$ cat src/rtl/friscv_apb_master.sv
// -----------------------------------------------------------------------------
// friscv_apb_master
//
// Bridge from the hart's single-beat load/store path to an APB-style peripheral
// bus (CLINT and similar). One transaction is in flight at a time:
//   IDLE   -> accept a request, launch the access (mst_en = 1)
//   ACCESS -> hold the access until the peripheral's one-cycle mst_ready pulse
//   RESP   -> hold the response until the core consumes it (rsp_ready)
//
// Optional feature (macro FRISCV_APB_TIMEOUT_EN):
//   When defined, an ACCESS that sees no mst_ready for TIMEOUT cycles is
//   aborted and answered with rsp_err = 1. When undefined, ACCESS waits
//   indefinitely and rsp_err is tied to 0.
//
// Parameters:
//   ADDRW    APB address width
//   XLEN     data width (32 or 64)
//   TIMEOUT  maximum ACCESS cycles before abort (>= 2)
//
// Ports:
//   aclk, aresetn (async, active-high), srst (sync, active-high)
//   req_valid/req_ready/req_wr/req_addr/req_wdata/req_strb : request channel
//   rsp_valid/rsp_ready/rsp_rdata/rsp_err                  : response channel
//   mst_en/mst_wr/mst_addr/mst_wdata/mst_strb              : APB request
//   mst_rdata/mst_ready                                    : APB completion
// -----------------------------------------------------------------------------
module friscv_apb_master #(
    parameter int ADDRW   = 16,
    parameter int XLEN    = 32,
    parameter int TIMEOUT = 255
) (
    input  logic               aclk,
    input  logic               aresetn,
    input  logic               srst,
    input  logic               req_valid,
    output logic               req_ready,
    input  logic               req_wr,
    input  logic [ADDRW-1:0]   req_addr,
    input  logic [XLEN-1:0]    req_wdata,
    input  logic [XLEN/8-1:0]  req_strb,
    output logic               rsp_valid,
    input  logic               rsp_ready,
    output logic [XLEN-1:0]    rsp_rdata,
    output logic               rsp_err,
    output logic               mst_en,
    output logic               mst_wr,
    output logic [ADDRW-1:0]   mst_addr,
    output logic [XLEN-1:0]    mst_wdata,
    output logic [XLEN/8-1:0]  mst_strb,
    input  logic [XLEN-1:0]    mst_rdata,
    input  logic               mst_ready
);

    typedef enum logic [1:0] {
        IDLE   = 2'd0,
        ACCESS = 2'd1,
        RESP   = 2'd2
    } state_t;

    state_t              state_r;
    state_t              state_nxt_s;

    logic                mst_en_r,    mst_en_nxt_s;
    logic                mst_wr_r,    mst_wr_nxt_s;
    logic [ADDRW-1:0]    mst_addr_r,  mst_addr_nxt_s;
    logic [XLEN-1:0]     mst_wdata_r, mst_wdata_nxt_s;
    logic [XLEN/8-1:0]   mst_strb_r,  mst_strb_nxt_s;
    logic                rsp_valid_r, rsp_valid_nxt_s;
    logic [XLEN-1:0]     rsp_rdata_r, rsp_rdata_nxt_s;

    logic                tmo_hit_s;
    logic                done_s;
    logic                abort_s;

    // Peripheral completion is only honoured while an access is outstanding;
    // a ready arriving together with the timeout limit wins over the abort.
    assign done_s  = (state_r == ACCESS) && mst_ready;
    assign abort_s = (state_r == ACCESS) && !mst_ready && tmo_hit_s;

`ifdef FRISCV_APB_TIMEOUT_EN
    localparam int CNTW = $clog2(TIMEOUT + 1);

    logic [CNTW-1:0] tmo_cnt_r;
    logic            rsp_err_r;

    // Counter value TIMEOUT-1 marks the last ACCESS cycle allowed.
    assign tmo_hit_s = (tmo_cnt_r == CNTW'(TIMEOUT - 1));

    // Timeout counter: zero while idle, counts ACCESS cycles without ready.
    always_ff @(posedge aclk or posedge aresetn) begin
        if (aresetn) begin
            tmo_cnt_r <= {CNTW{1'b0}};
        end else if (srst) begin
            tmo_cnt_r <= {CNTW{1'b0}};
        end else if (state_r == IDLE) begin
            tmo_cnt_r <= {CNTW{1'b0}};
        end else if ((state_r == ACCESS) && !mst_ready && !tmo_hit_s) begin
            tmo_cnt_r <= tmo_cnt_r + CNTW'(1);
        end else begin
            tmo_cnt_r <= tmo_cnt_r;
        end
    end

    // Error flag: set on abort, cleared on a normal completion.
    always_ff @(posedge aclk or posedge aresetn) begin
        if (aresetn) begin
            rsp_err_r <= 1'b0;
        end else if (srst) begin
            rsp_err_r <= 1'b0;
        end else if (done_s) begin
            rsp_err_r <= 1'b0;
        end else if (abort_s) begin
            rsp_err_r <= 1'b1;
        end else begin
            rsp_err_r <= rsp_err_r;
        end
    end

    assign rsp_err = rsp_err_r;
`else
    assign tmo_hit_s = 1'b0;
    assign rsp_err   = 1'b0;
`endif

    // FSM state register.
    always_ff @(posedge aclk or posedge aresetn) begin
        if (aresetn) begin
            state_r <= IDLE;
        end else if (srst) begin
            state_r <= IDLE;
        end else begin
            state_r <= state_nxt_s;
        end
    end

    // FSM next-state decode.
    always_comb begin
        state_nxt_s = state_r;
        case (state_r)
            IDLE: begin
                if (req_valid) begin
                    state_nxt_s = ACCESS;
                end else begin
                    state_nxt_s = IDLE;
                end
            end
            ACCESS: begin
                if (done_s || abort_s) begin
                    state_nxt_s = RESP;
                end else begin
                    state_nxt_s = ACCESS;
                end
            end
            RESP: begin
                if (rsp_ready) begin
                    state_nxt_s = IDLE;
                end else begin
                    state_nxt_s = RESP;
                end
            end
            default: begin
                state_nxt_s = IDLE;
            end
        endcase
    end

    // FSM output decode: next values of the registered bus/response outputs.
    always_comb begin
        mst_en_nxt_s    = mst_en_r;
        mst_wr_nxt_s    = mst_wr_r;
        mst_addr_nxt_s  = mst_addr_r;
        mst_wdata_nxt_s = mst_wdata_r;
        mst_strb_nxt_s  = mst_strb_r;
        rsp_valid_nxt_s = rsp_valid_r;
        rsp_rdata_nxt_s = rsp_rdata_r;
        case (state_r)
            IDLE: begin
                if (req_valid) begin
                    mst_en_nxt_s    = 1'b1;
                    mst_wr_nxt_s    = req_wr;
                    mst_addr_nxt_s  = req_addr;
                    mst_wdata_nxt_s = req_wdata;
                    mst_strb_nxt_s  = req_strb;
                end else begin
                    mst_en_nxt_s    = mst_en_r;
                end
            end
            ACCESS: begin
                // en drops on the edge that samples ready so the peripheral
                // never sees a second access.
                if (done_s) begin
                    mst_en_nxt_s    = 1'b0;
                    rsp_valid_nxt_s = 1'b1;
                    rsp_rdata_nxt_s = mst_wr_r ? {XLEN{1'b0}} : mst_rdata;
                end else if (abort_s) begin
                    mst_en_nxt_s    = 1'b0;
                    rsp_valid_nxt_s = 1'b1;
                    rsp_rdata_nxt_s = {XLEN{1'b0}};
                end else begin
                    mst_en_nxt_s    = mst_en_r;
                end
            end
            RESP: begin
                if (rsp_ready) begin
                    rsp_valid_nxt_s = 1'b0;
                end else begin
                    rsp_valid_nxt_s = rsp_valid_r;
                end
            end
            default: begin
                mst_en_nxt_s    = 1'b0;
                mst_wr_nxt_s    = 1'b0;
                mst_addr_nxt_s  = {ADDRW{1'b0}};
                mst_wdata_nxt_s = {XLEN{1'b0}};
                mst_strb_nxt_s  = {(XLEN/8){1'b0}};
                rsp_valid_nxt_s = 1'b0;
                rsp_rdata_nxt_s = {XLEN{1'b0}};
            end
        endcase
    end

    // Output registers.
    always_ff @(posedge aclk or posedge aresetn) begin
        if (aresetn) begin
            mst_en_r    <= 1'b0;
            mst_wr_r    <= 1'b0;
            mst_addr_r  <= {ADDRW{1'b0}};
            mst_wdata_r <= {XLEN{1'b0}};
            mst_strb_r  <= {(XLEN/8){1'b0}};
            rsp_valid_r <= 1'b0;
            rsp_rdata_r <= {XLEN{1'b0}};
        end else if (srst) begin
            mst_en_r    <= 1'b0;
            mst_wr_r    <= 1'b0;
            mst_addr_r  <= {ADDRW{1'b0}};
            mst_wdata_r <= {XLEN{1'b0}};
            mst_strb_r  <= {(XLEN/8){1'b0}};
            rsp_valid_r <= 1'b0;
            rsp_rdata_r <= {XLEN{1'b0}};
        end else begin
            mst_en_r    <= mst_en_nxt_s;
            mst_wr_r    <= mst_wr_nxt_s;
            mst_addr_r  <= mst_addr_nxt_s;
            mst_wdata_r <= mst_wdata_nxt_s;
            mst_strb_r  <= mst_strb_nxt_s;
            rsp_valid_r <= rsp_valid_nxt_s;
            rsp_rdata_r <= rsp_rdata_nxt_s;
        end
    end

    assign req_ready = (state_r == IDLE);
    assign mst_en    = mst_en_r;
    assign mst_wr    = mst_wr_r;
    assign mst_addr  = mst_addr_r;
    assign mst_wdata = mst_wdata_r;
    assign mst_strb  = mst_strb_r;
    assign rsp_valid = rsp_valid_r;
    assign rsp_rdata = rsp_rdata_r;

endmodule

$ cat config.mk
export PLATFORM = sky130hd
export DESIGN_NAME = friscv_apb_master
export DESIGN_NICKNAME = d
export VERILOG_FILES = /design/src/rtl/friscv_apb_master.sv
export SDC_FILE = /design/constraint.sdc
export NUM_CORES = 1
export LEC_CHECK = 0
export BUFFER_PORTS_ARGS = -buffer_cell sky130_fd_sc_hd__buf_4
export CAP_MARGIN = 40
export CELL_PAD_IN_SITES_DETAIL_PLACEMENT = 1
export CELL_PAD_IN_SITES_GLOBAL_PLACEMENT = 1
export CORE_MARGIN = 1.5
export CORE_UTILIZATION = 30
export CTS_CLUSTER_SIZE = 14
export DETAILED_ROUTE_END_ITERATION = 10
export PLACE_DENSITY = 0.76
export SLEW_MARGIN = 20
export SYNTH_ARGS = -nofsm -noshare
export SYNTH_HDL_FRONTEND = slang
export SYNTH_SLANG_ARGS = --single-unit
$ cat constraint.sdc
create_clock -name aclk -period 2.4 [get_ports aclk]
set_input_delay 0.24 -clock aclk [delete_from_list [all_inputs] [get_ports aclk]]
set_output_delay 0.24 -clock aclk [all_outputs]
set_load 0.02 [all_outputs]
# Yosys cells after proc, flatten, opt, wreduce, memory -nomap -nowiden
# Cells that the tools add are included.
dict set report word_totals {
  register_bits 89
  mem_count 0
  word_cells 54
  inputBits 91
  rom_bits 0
  latch_bits 0
  ramBits 0
  output_inout_bits 89
}
dict set report op_classes {
  n_reduce_logical 8
  mux 29
  div_mod_pow 0
  multipliers 0
  shifts 0
  eq_ne 9
  order_cmp 0
  bitwise 0
  n_addsub 0
}
# op count
set op_table {}
lappend op_table {{$mux W32} 5}
lappend op_table {{$pmux W32 S2} 2}
lappend op_table {{$mux W16} 2}
lappend op_table {{$pmux W16 S2} 1}
lappend op_table {{$mux W1} 9}
lappend op_table {{$ne A3 B3 Y1 const B} 3}
lappend op_table {{$mux W4} 2}
lappend op_table {{$pmux W4 S2} 1}
lappend op_table {{$mux W2} 3}
lappend op_table {{$pmux W1 S3} 2}
lappend op_table {{$pmux W2 S3} 1}
lappend op_table {{$reduce_and A3 Y1} 2}
lappend op_table {{$ne A2 B1 Y1 const B} 2}
lappend op_table {{$ne A2 B2 Y1 const B} 2}
lappend op_table {{$reduce_and A2 Y1} 2}
lappend op_table {{$reduce_or A2 Y1} 2}
lappend op_table {{$eq A2 B1 Y1 const B} 1}
lappend op_table {{$eq A2 B2 Y1 const B} 1}
lappend op_table {{$logic_not A2 Y1} 1}
lappend op_table {{$pmux W1 S2} 1}
lappend op_table {{$logic_and A1 B1 Y1} 1}

# Logic depth before layout (Yosys ltp)
# Gate-level depths: netlist of run 1.
dict set report depth {
  word_depth 5
  depth_mapped 7
  mapped_depth_nobuf 5
}

# Worst setup path before layout of run 1
# No wires, ideal clock.
dict set report synth_path {
  kind {flip-flop to flip-flop}
  from {reg state_r[0]}
  to {reg mst_wr_r (netlist: mst_wr)}
  path_slack_ns 0.817
  stages_incl_launch_ff 7
  path_buffers 1
  period_less_slack_ns 1.583
  setup_ns 0.066
  t_required_ns 2.334
  arrival_ns 1.517
  path_cell_list {dfrtp_1 inv_1 ha_1 nand2_1 nor3_4 buf_2 a22o_1}
}
dict set report synth_between {
  elab_cells_between_ends 9
  cone_classes {eq/ne: 4; mux: 2; reduce/logical: 3}
}
# item line_no
set synth_lines {}
lappend synth_lines {{start, declared} 60} ;# state_t state_r;
lappend synth_lines {{start signal, assigned} 132} ;# state_r <= state_nxt_s;
lappend synth_lines {{$logic_not A2 Y1 *} n/a}
lappend synth_lines {{via req_ready} 36} ;# output logic req_ready,
lappend synth_lines {{$pmux W1 S2 / $ne A3 B3 Y1 (equally long branches)} n/a}
lappend synth_lines {{$mux W1 / $reduce_and A2 Y1 (equally long branches)} n/a}
lappend synth_lines {{end signal, assigned} 242} ;# mst_wr_r <= mst_wr_nxt_s;
lappend synth_lines {{end, declared} 64} ;# logic mst_wr_r, mst_wr_nxt_s;
# Mark *: on every way through the listed nets, which the timed path passes. The rest lies on a longest branch.
# A chain may end at the register's enable or synchronous reset.

# Worst setup path after layout of run 1
dict set report layout_path {
  from {reg state_r[1]}
  to {reg mst_en_r (netlist: mst_en)}
}
dict set report layout_between {
  elab_chain_cells 4
  elab_cells_between_ends 10
  cone_classes {eq/ne: 5; mux: 2; reduce/logical: 3}
}
# item line_no
set layout_lines {}
lappend layout_lines {{$eq A2 B1 Y1} {77, 176}}
lappend layout_lines {{$logic_and A1 B1 Y1} 77} ;# assign done_s = (state_r == ACCESS) && mst_ready;
lappend layout_lines {{$ne A3 B3 Y1 (no line)} n/a}
lappend layout_lines {{$reduce_and A3 Y1 (no line)} n/a}
lappend layout_lines {{end signal, assigned} 241} ;# mst_en_r <= mst_en_nxt_s;
lappend layout_lines {{end, declared} 63} ;# logic mst_en_r, mst_en_nxt_s;
# Parallel ways exist; a longest one is shown, timed or not.

==> summary.txt, run 1 <==
Clocking
  – CTS resizes: 0
  – Post CTS Setup Buffer Count: 0
  – Clock Path Buffers: 2
  – CTS buffer count: 9
  – CTS tree: done
  – Clock latency on the worst-skew pair: 0.33 ns
  – Clock transition at path regs: 0.06 ns
  – Root buf cell: clkbuf_16
  – H-tree levels: 3
  – Clock sinks: 89

Detailed routing
  – DR WL/cell: 17.8 µm
  – DR vias/cell: 5.06
  – Routed Antenna Nets: 0
  – DRT Wirelength: 10,900 µm
  – Via count: 3,091
  – Pre-antenna DRT Iters: 8
  – 1st-iter DRT viols: 216
  – Residual DRC: 13

Yosys
  – Top post-synthesis cells by count: 89 x dfrtp_1, 53 x a22o_1, 34 x nand2b_1
  – Synth warn: 0
  – Async set or reset register ratio after synthesis: 100%
  – Top-count cell post-synth: dfrtp_1
  – Syn_nets: 390
  – EDFF count, synth: 0
  – Post-Syn Area per Cell: 12.2 µm²
  – Mapped Cells: 295
  – Ys flop type: dfrtp_1
  – Top cell type's share of synthesized area: 61.9%
  – Seq/Total Area, Yosys: 61.9%
  – Synthesized area: 3600 µm²
  – Area leader, netlist: dfrtp_1
  – Top cells by area, synth: dfrtp_1 62%, a22o_1 13%, nand2b_1 5.9%
  – Count of state elements after synthesis: 89
  – Distinct cell type count after synthesis: 23

STA
  – Peak Freq: 579 MHz
  – Fin. max-slew vios: 0
  – Fin crit share: 71.9%
  – Final setup viols: 0
  – RSZ-0062 raised after global routing: false
  – Clk_skew: 0.00382 ns
  – Crit path time final: 1.73 ns
  – Fin. Hold Viols: 0
  – Hold_ws: 0.119 ns
  – Setup TNS: 0 ns

Die
  – Die Span X: 112 µm
  – Die Footprint: 12,700 µm²
  – Num rows: 39
  – Die height: 112 µm
  – I/O Pins: 180
  – Core box area: 11,600 µm²
  – Starting Density: 31.1%

Final layout
  – Nets@finish: 559
  – Layout cell share with drive strength beyond 1: 43.8%
  – ANT cells: 0
  – Post-route core utilization: 46.6%
  – P&R area growth vs syn: 49.7%
  – Final non-filler cell total: 611

Place
  – Cells after DPL: 595
  – HPWL after detailed placement: 7580 µm
  – Count of buffers from port buffering: 178
  – Placer Congestion: 0.694

Global routing
  – GRT Util Overall: 17.6%
  – Pin count of the biggest net entering global routing: 54
  – First-pass GRT wire length: 17,500 µm
  – Initial antenna violation count: 0
  – Vias in the first global route: 3,270
  – Grt ovf: 0

Power
  – LEAKAGE: 2.70 nW
  – Peak supply drop: 0.318 mV
  – Pwr/cell area: 680 nW/µm²

Setup path
  – CP Capture Type: flip-flop
  – Setup CP Type: reg2reg
  – Critical Path Start Type: flip-flop
  – Worst path arrival time: 1.96 ns
  – CP required: 2.63 ns
  – Critical Path Fanout Max: 28

Flow run
  – Max Cap Viol: 0

Min path
  – Worst hold path class: in2reg

Status
  – Outcome: finished with violations
  – Failing checks: design-rule violations
==> layer usage <==
| layer | GRT usage [%] | routed length (µm) |
|---|---|---|
| met5 | 0 | 0 |
| met3 | 5.40 | 930 |
| met1 | 22.8 | 4590 |
| met2 | 28.3 | 5270 |
| met4 | 5.57 | 109 |
==> worst paths after layout <==
check / startpoint / to / slack (ns) / cells past startpoint
worst max register to register: state_r[1] / mst_en / 0.67 / 6
min in group asynchronous: aresetn / mst_addr[12] / 0.45 / 3
worst min register to register: mst_wdata[20] / mst_wdata[20] / 0.51 / 1
worst max-delay path: state_r[1] / mst_en / 0.67 / 6
max in group asynchronous: aresetn / rsp_rdata[17] / 1.26 / 4
worst min-delay path: req_strb[0] / mst_strb[0] / 0.12 / 2
==> per-stage QoR <==
stage | worst slack [ns] | cell area (µm²) | power, W
final | 0.673 | 5380 | 0.00366
after global routing | 0.523 | 5380 | 0.00382
after CTS | 0.671 | 5380 | 0.00372
after detailed placement | 0.705 | 5080 | 0.00229
after global placement | 0.796 | 5080 | 0.00227
after floorplan | 0.817 | 3600 | 0.00197
==> flip-flops by register name, indices dropped and copies added, names as in the netlist <==
name,cells
state_r,2
mst_wdata,32
mst_en,1
mst_addr,16
mst_wr,1
mst_strb,4
rsp_valid,1
rsp_rdata,32
==> repair_timing <==
action                                  4_1_cts  5_1_grt
hold buffers                                  1        0
endpoints found under the hold margin        11        0
endpoints found under the setup margin        0        0
==> where the power goes <==
group,switching [W],leakage [nW],internal (W)
registers,0.0000519,1.22,0.00158
clock network,0.000549,0.148,0.000855
logic,0.000345,1.33,0.000283
==> cells by family after synthesis <==
logic type                 after synthesis  synth area share [%]
adders and majority gates                4                  1.39
buffers and inverters                   35                  4.73
other                                    1                 0.104
and+or+nand+nor                         76                  13.5
AOI/OAI and AO/OA                       90                  18.4
DFF                                     89                  61.9
==> worst max-delay path: stages, from the launching register on <==
cell and delay [ns]:
dfrtp_1 0.37, inv_1 0.08, ha_1 0.24, nand2b_1 0.24, buf_4 0.36, a31oi_1 0.14
nor3_1 0.20
==> placed cells by master, fill, tap and decap left out, types with 2 or more instances in the layout <==
cell / count
a22o_1: 53
clkinv_2: 2
dfrtp_1: 89
buf_12: 3
inv_1: 6
nor3_1: 4
clkbuf_16: 9
o21ai_1: 32
nand2b_1: 34
buf_4: 182
clkbuf_8: 2
ha_1: 4
nand4_1: 32
==> cell type report <==
| class | count | area [µm²] |
|---|---|---|
| inverters | 7 | 30.0 |
| clock buffers | 12 | 256 |
| multi-input cells | 171 | 1210 |
| repair buffers | 186 | 1440 |
| flip-flops and latches | 89 | 2230 |
| well taps | 143 | 179 |
| fillers | 1239 | 6180 |
| clock inverters | 3 | 40.0 |
(Power assumes the default switching activity.)
==> run 2, diff against run 1 <==
--- a/config.mk
+++ b/config.mk
@@ -5,6 +5,7 @@
 export SDC_FILE = /design/constraint.sdc
 export NUM_CORES = 1
 export LEC_CHECK = 0
+export ABC_AREA = 1
 export BUFFER_PORTS_ARGS = -buffer_cell sky130_fd_sc_hd__buf_4
 export CAP_MARGIN = 40
 export CELL_PAD_IN_SITES_DETAIL_PLACEMENT = 1
@@ -13,7 +14,7 @@
 export CORE_UTILIZATION = 30
 export CTS_CLUSTER_SIZE = 14
 export DETAILED_ROUTE_END_ITERATION = 10
-export PLACE_DENSITY = 0.76
+export PLACE_DENSITY = 0.78
 export SLEW_MARGIN = 20
 export SYNTH_ARGS = -nofsm -noshare
 export SYNTH_HDL_FRONTEND = slang
==> constraint.sdc (replaced) <==
create_clock -name aclk -period 1.49 [get_ports aclk]
set_input_delay 0.149 -clock aclk [delete_from_list [all_inputs] [get_ports aclk]]
set_output_delay 0.149 -clock aclk [all_outputs]
set_load 0.02 [all_outputs]
==> summary.txt, run 2 <==
Yosys
  – Post-Syn Area per Cell: 9.03 µm² (-26%)
  – Ys flop type: dfrtp_1
  – Distinct cell type count after synthesis: 18 (-22%)
  – Area leader, netlist: dfrtp_1
  – Synth warn: 0 (unchanged)
  – Top cell type's share of synthesized area: 59.1% (-2.8 points)
  – Syn_nets: 512 (+31%)
  – Mapped Cells: 417 (+41%)
  – Top-count cell post-synth: nand2_1
  – EDFF count, synth: 0 (unchanged)
  – Seq/Total Area, Yosys: 59.1% (-2.8 points)
  – Top post-synthesis cells by count: 100 x nand2_1, 89 x dfrtp_1, 83 x o21ai_0
  – Top cells by area, synth: dfrtp_1 59%, o21ai_0 11%, nand2_1 10%
  – Async set or reset register ratio after synthesis: 100% (unchanged)
  – Count of state elements after synthesis: 89 (unchanged)
  – Synthesized area: 3770 µm² (+4.7%)

Detailed routing
  – DRT Wirelength: 12,700 µm (+16%)
  – Via count: 3,628 (+17%)
  – DR vias/cell: 4.68 (-7.6%)
  – 1st-iter DRT viols: 232 (+7.4%)
  – Residual DRC: 0 (-13)
  – DR WL/cell: 16.3 µm (-8.4%)
  – Routed Antenna Nets: 0 (unchanged)
  – Pre-antenna DRT Iters: 4 (-4)

Setup path
  – CP Capture Type: flip-flop
  – Slowest-stage cell, CP: dfrtp_2
  – Critical Path Start Type: flip-flop
  – CP required: 1.70 ns (-0.93 ns)
  – Critical Path Fanout Max: 16 (-43%)
  – Worst path arrival time: 1.73 ns (-0.23 ns)
  – CP delay by family, top: flip-flops
  – Setup CP Type: reg2reg
  – Buf/Inv on CP: 2 (unchanged)
  – CP cell instances: buf_4 -> ha_4 -> nand3_2 -> nand2_4 -> clkbuf_16 -> o21ai_0
  – Delay of the slowest cell on the worst path: 0.42 ns (+0.05 ns)

Global routing
  – Grt ovf: 0 (unchanged)
  – First-pass GRT wire length: 17,800 µm (+2.2%)
  – Vias in the first global route: 3,619 (+11%)
  – Initial antenna violation count: 0 (unchanged)
  – GRT Util Overall: 17.1% (-0.50 points)
  – Pin count of the biggest net entering global routing: 90 (+67%)

Power
  – Peak supply drop: 0.515 mV (+62%)
  – Pwr/cell area: 1050 nW/µm² (+54%)
  – LEAKAGE: 3.14 nW (+16%)
  – Pwr Total: 0.00629 W (+72%)

Final layout
  – Most common cell after layout, fill and taps aside: buf_4
  – P&R area growth vs syn: 59.1%
  – Layout cell share with drive strength beyond 1: 40.5% (-3.3 points)
  – Commonest cells after routing, fill and taps aside: 184 x buf_4, 99 x nand2_1, 88 x dfrtp_1
  – Finished Cell Area: 5990 µm² (+11%)
  – Nets@finish: 698 (+25%)
  – ANT cells: 0 (unchanged)
  – Post-route core utilization: 49.5% (+2.9 points)

Die
  – Die Footprint: 13,200 µm² (+4.6%)
  – Num rows: 40 (+2.6%)
  – Die height: 115 µm (+2.3%)
  – Core box area: 12,100 µm² (+4.7%)
  – Die Span X: 115 µm (+2.3%)
  – Starting Density: 31.1% (about the same)
  – I/O Pins: 180 (unchanged)

STA
  – Clk_skew: 0.00559 ns (+0.00177 ns)
  – Fin crit share: 102% (+30 points)
  – Final setup viols: 1 (+1)
  – Worst setup margin: -0.0291 ns (-0.703 ns)
  – Fin. Hold Viols: 0 (unchanged)
  – Crit path time final: 1.52 ns (-0.207 ns)
  – Peak Freq: 658 MHz (+14%)
  – Fin. max-slew vios: 0 (unchanged)

Status
  – Failing checks: negative setup slack
  – Outcome: finished with violations

Clocking
  – Clock sinks: 89 (unchanged)
  – Clock Path Buffers: 2 (unchanged)
  – H-tree levels: 3 (unchanged)
  – Root buf cell: clkbuf_16
  – CTS tree: done
  – Clock transition at path regs: 0.06 ns (about the same)
  – CTS buffer count: 9 (unchanged)
  – Clock latency on the worst-skew pair: 0.33 ns (about the same)

Place
  – Placer Congestion: 0.762 (+9.8%)
  – Placed cell area: 5320 µm² (+4.8%)
  – HPWL after detailed placement: 8140 µm (+7.5%)
  – Count of buffers from port buffering: 178 (unchanged)

Min path
  – Worst hold path class: in2reg

Flow run
  – Max Cap Viol: 0 (unchanged)
run 2: metrics by stage:
stage / setup WS (ns) / instances / setup TNS (ns) / hold slack [ns]
6_report: -0.0291 / 776 / -0.0291 / 0.0579
4_1_cts: -0.0408 / 765 / -0.232 / 0.0634
2_1_floorplan: 0.0853 / 417 / 0 / 0.282
5_1_grt: -0.0655 / 776 / -0.141 / 0.0535
3_5_place_dp: -0.0308 / 748 / -0.0757 / 0.343
3_3_place_gp: 0.0929 / 748 / 0 / 0.327
run 2: power breakdown:
group	internal, W	switching (W)	total, W
combinational	0.000633	0.000745	0.00138
sequential	0.00257	0.0000985	0.00267
clock	0.00134	0.000897	0.00224
total	0.00455	0.00174	0.00629
run 2: what timing repair did:
item	CTS	global route
gates resized for setup	2	87
cloned	0	9
setup endpoints to repair	13	88
buffers inserted	0	3
pin swaps	0	2
hold endpoints to repair	70	0
hold buffers	1	0
run 2: path summary, 6_finish.rpt:
path | end | depth (start not counted) | slack [ns] | start
worst max-delay path | rsp_rdata[5] | 6 | -0.03 | state_r[0]
worst min-delay path | mst_wdata[25] | 3 | 0.06 | req_wdata[25]
worst max register to register | rsp_rdata[5] | 6 | -0.03 | state_r[0]
worst min register to register | rsp_rdata[22] | 2 | 0.48 | rsp_rdata[22]
max in group asynchronous | state_r[0] | 4 | 0.58 | aresetn
min in group asynchronous | mst_wdata[29] | 4 | 0.52 | aresetn
run 2: cell type report:
class	count	area (µm²)
inverter	64	244
fill	1402	6120
clock inverter	3	40.0
timing repair buffer	203	1760
clock buffer	13	250
multi-input combinational	236	1260
sequential	89	2230
tap	168	210
run 2: cells by family after synthesis:
logic type	after synthesis	share of synthesized area, %
and+or+nand+nor	143	16.8
adders and majority gates	4	1.33
AOI/OAI and AO/OA	88	11.7
buffers and inverters	92	10.9
other	1	0.0996
DFF	89	59.1
run 2: worst register-to-register path, cell delays in order (launching register included):
cell and delay (ns):
dfrtp_2 0.42, buf_4 0.15, ha_4 0.18, nand3_2 0.11, nand2_4 0.09, clkbuf_16 0.19
o21ai_0 0.27
run 2: per-layer routing:
| metal | GRT usage [%] | part of all wire, % | wire [µm] | up-vias |
|---|---|---|---|---|
| met5 | 0 | 0 | 0 | - |
| met4 | 6.09 | 1.9 | 237 | 0 |
| met3 | 3.11 | 5.5 | 702 | 16 |
| met2 | 28.9 | 50 | 6320 | 132 |
| met1 | 21.9 | 43 | 5430 | 1771 |
| li1 | - | - | - | 1709 |
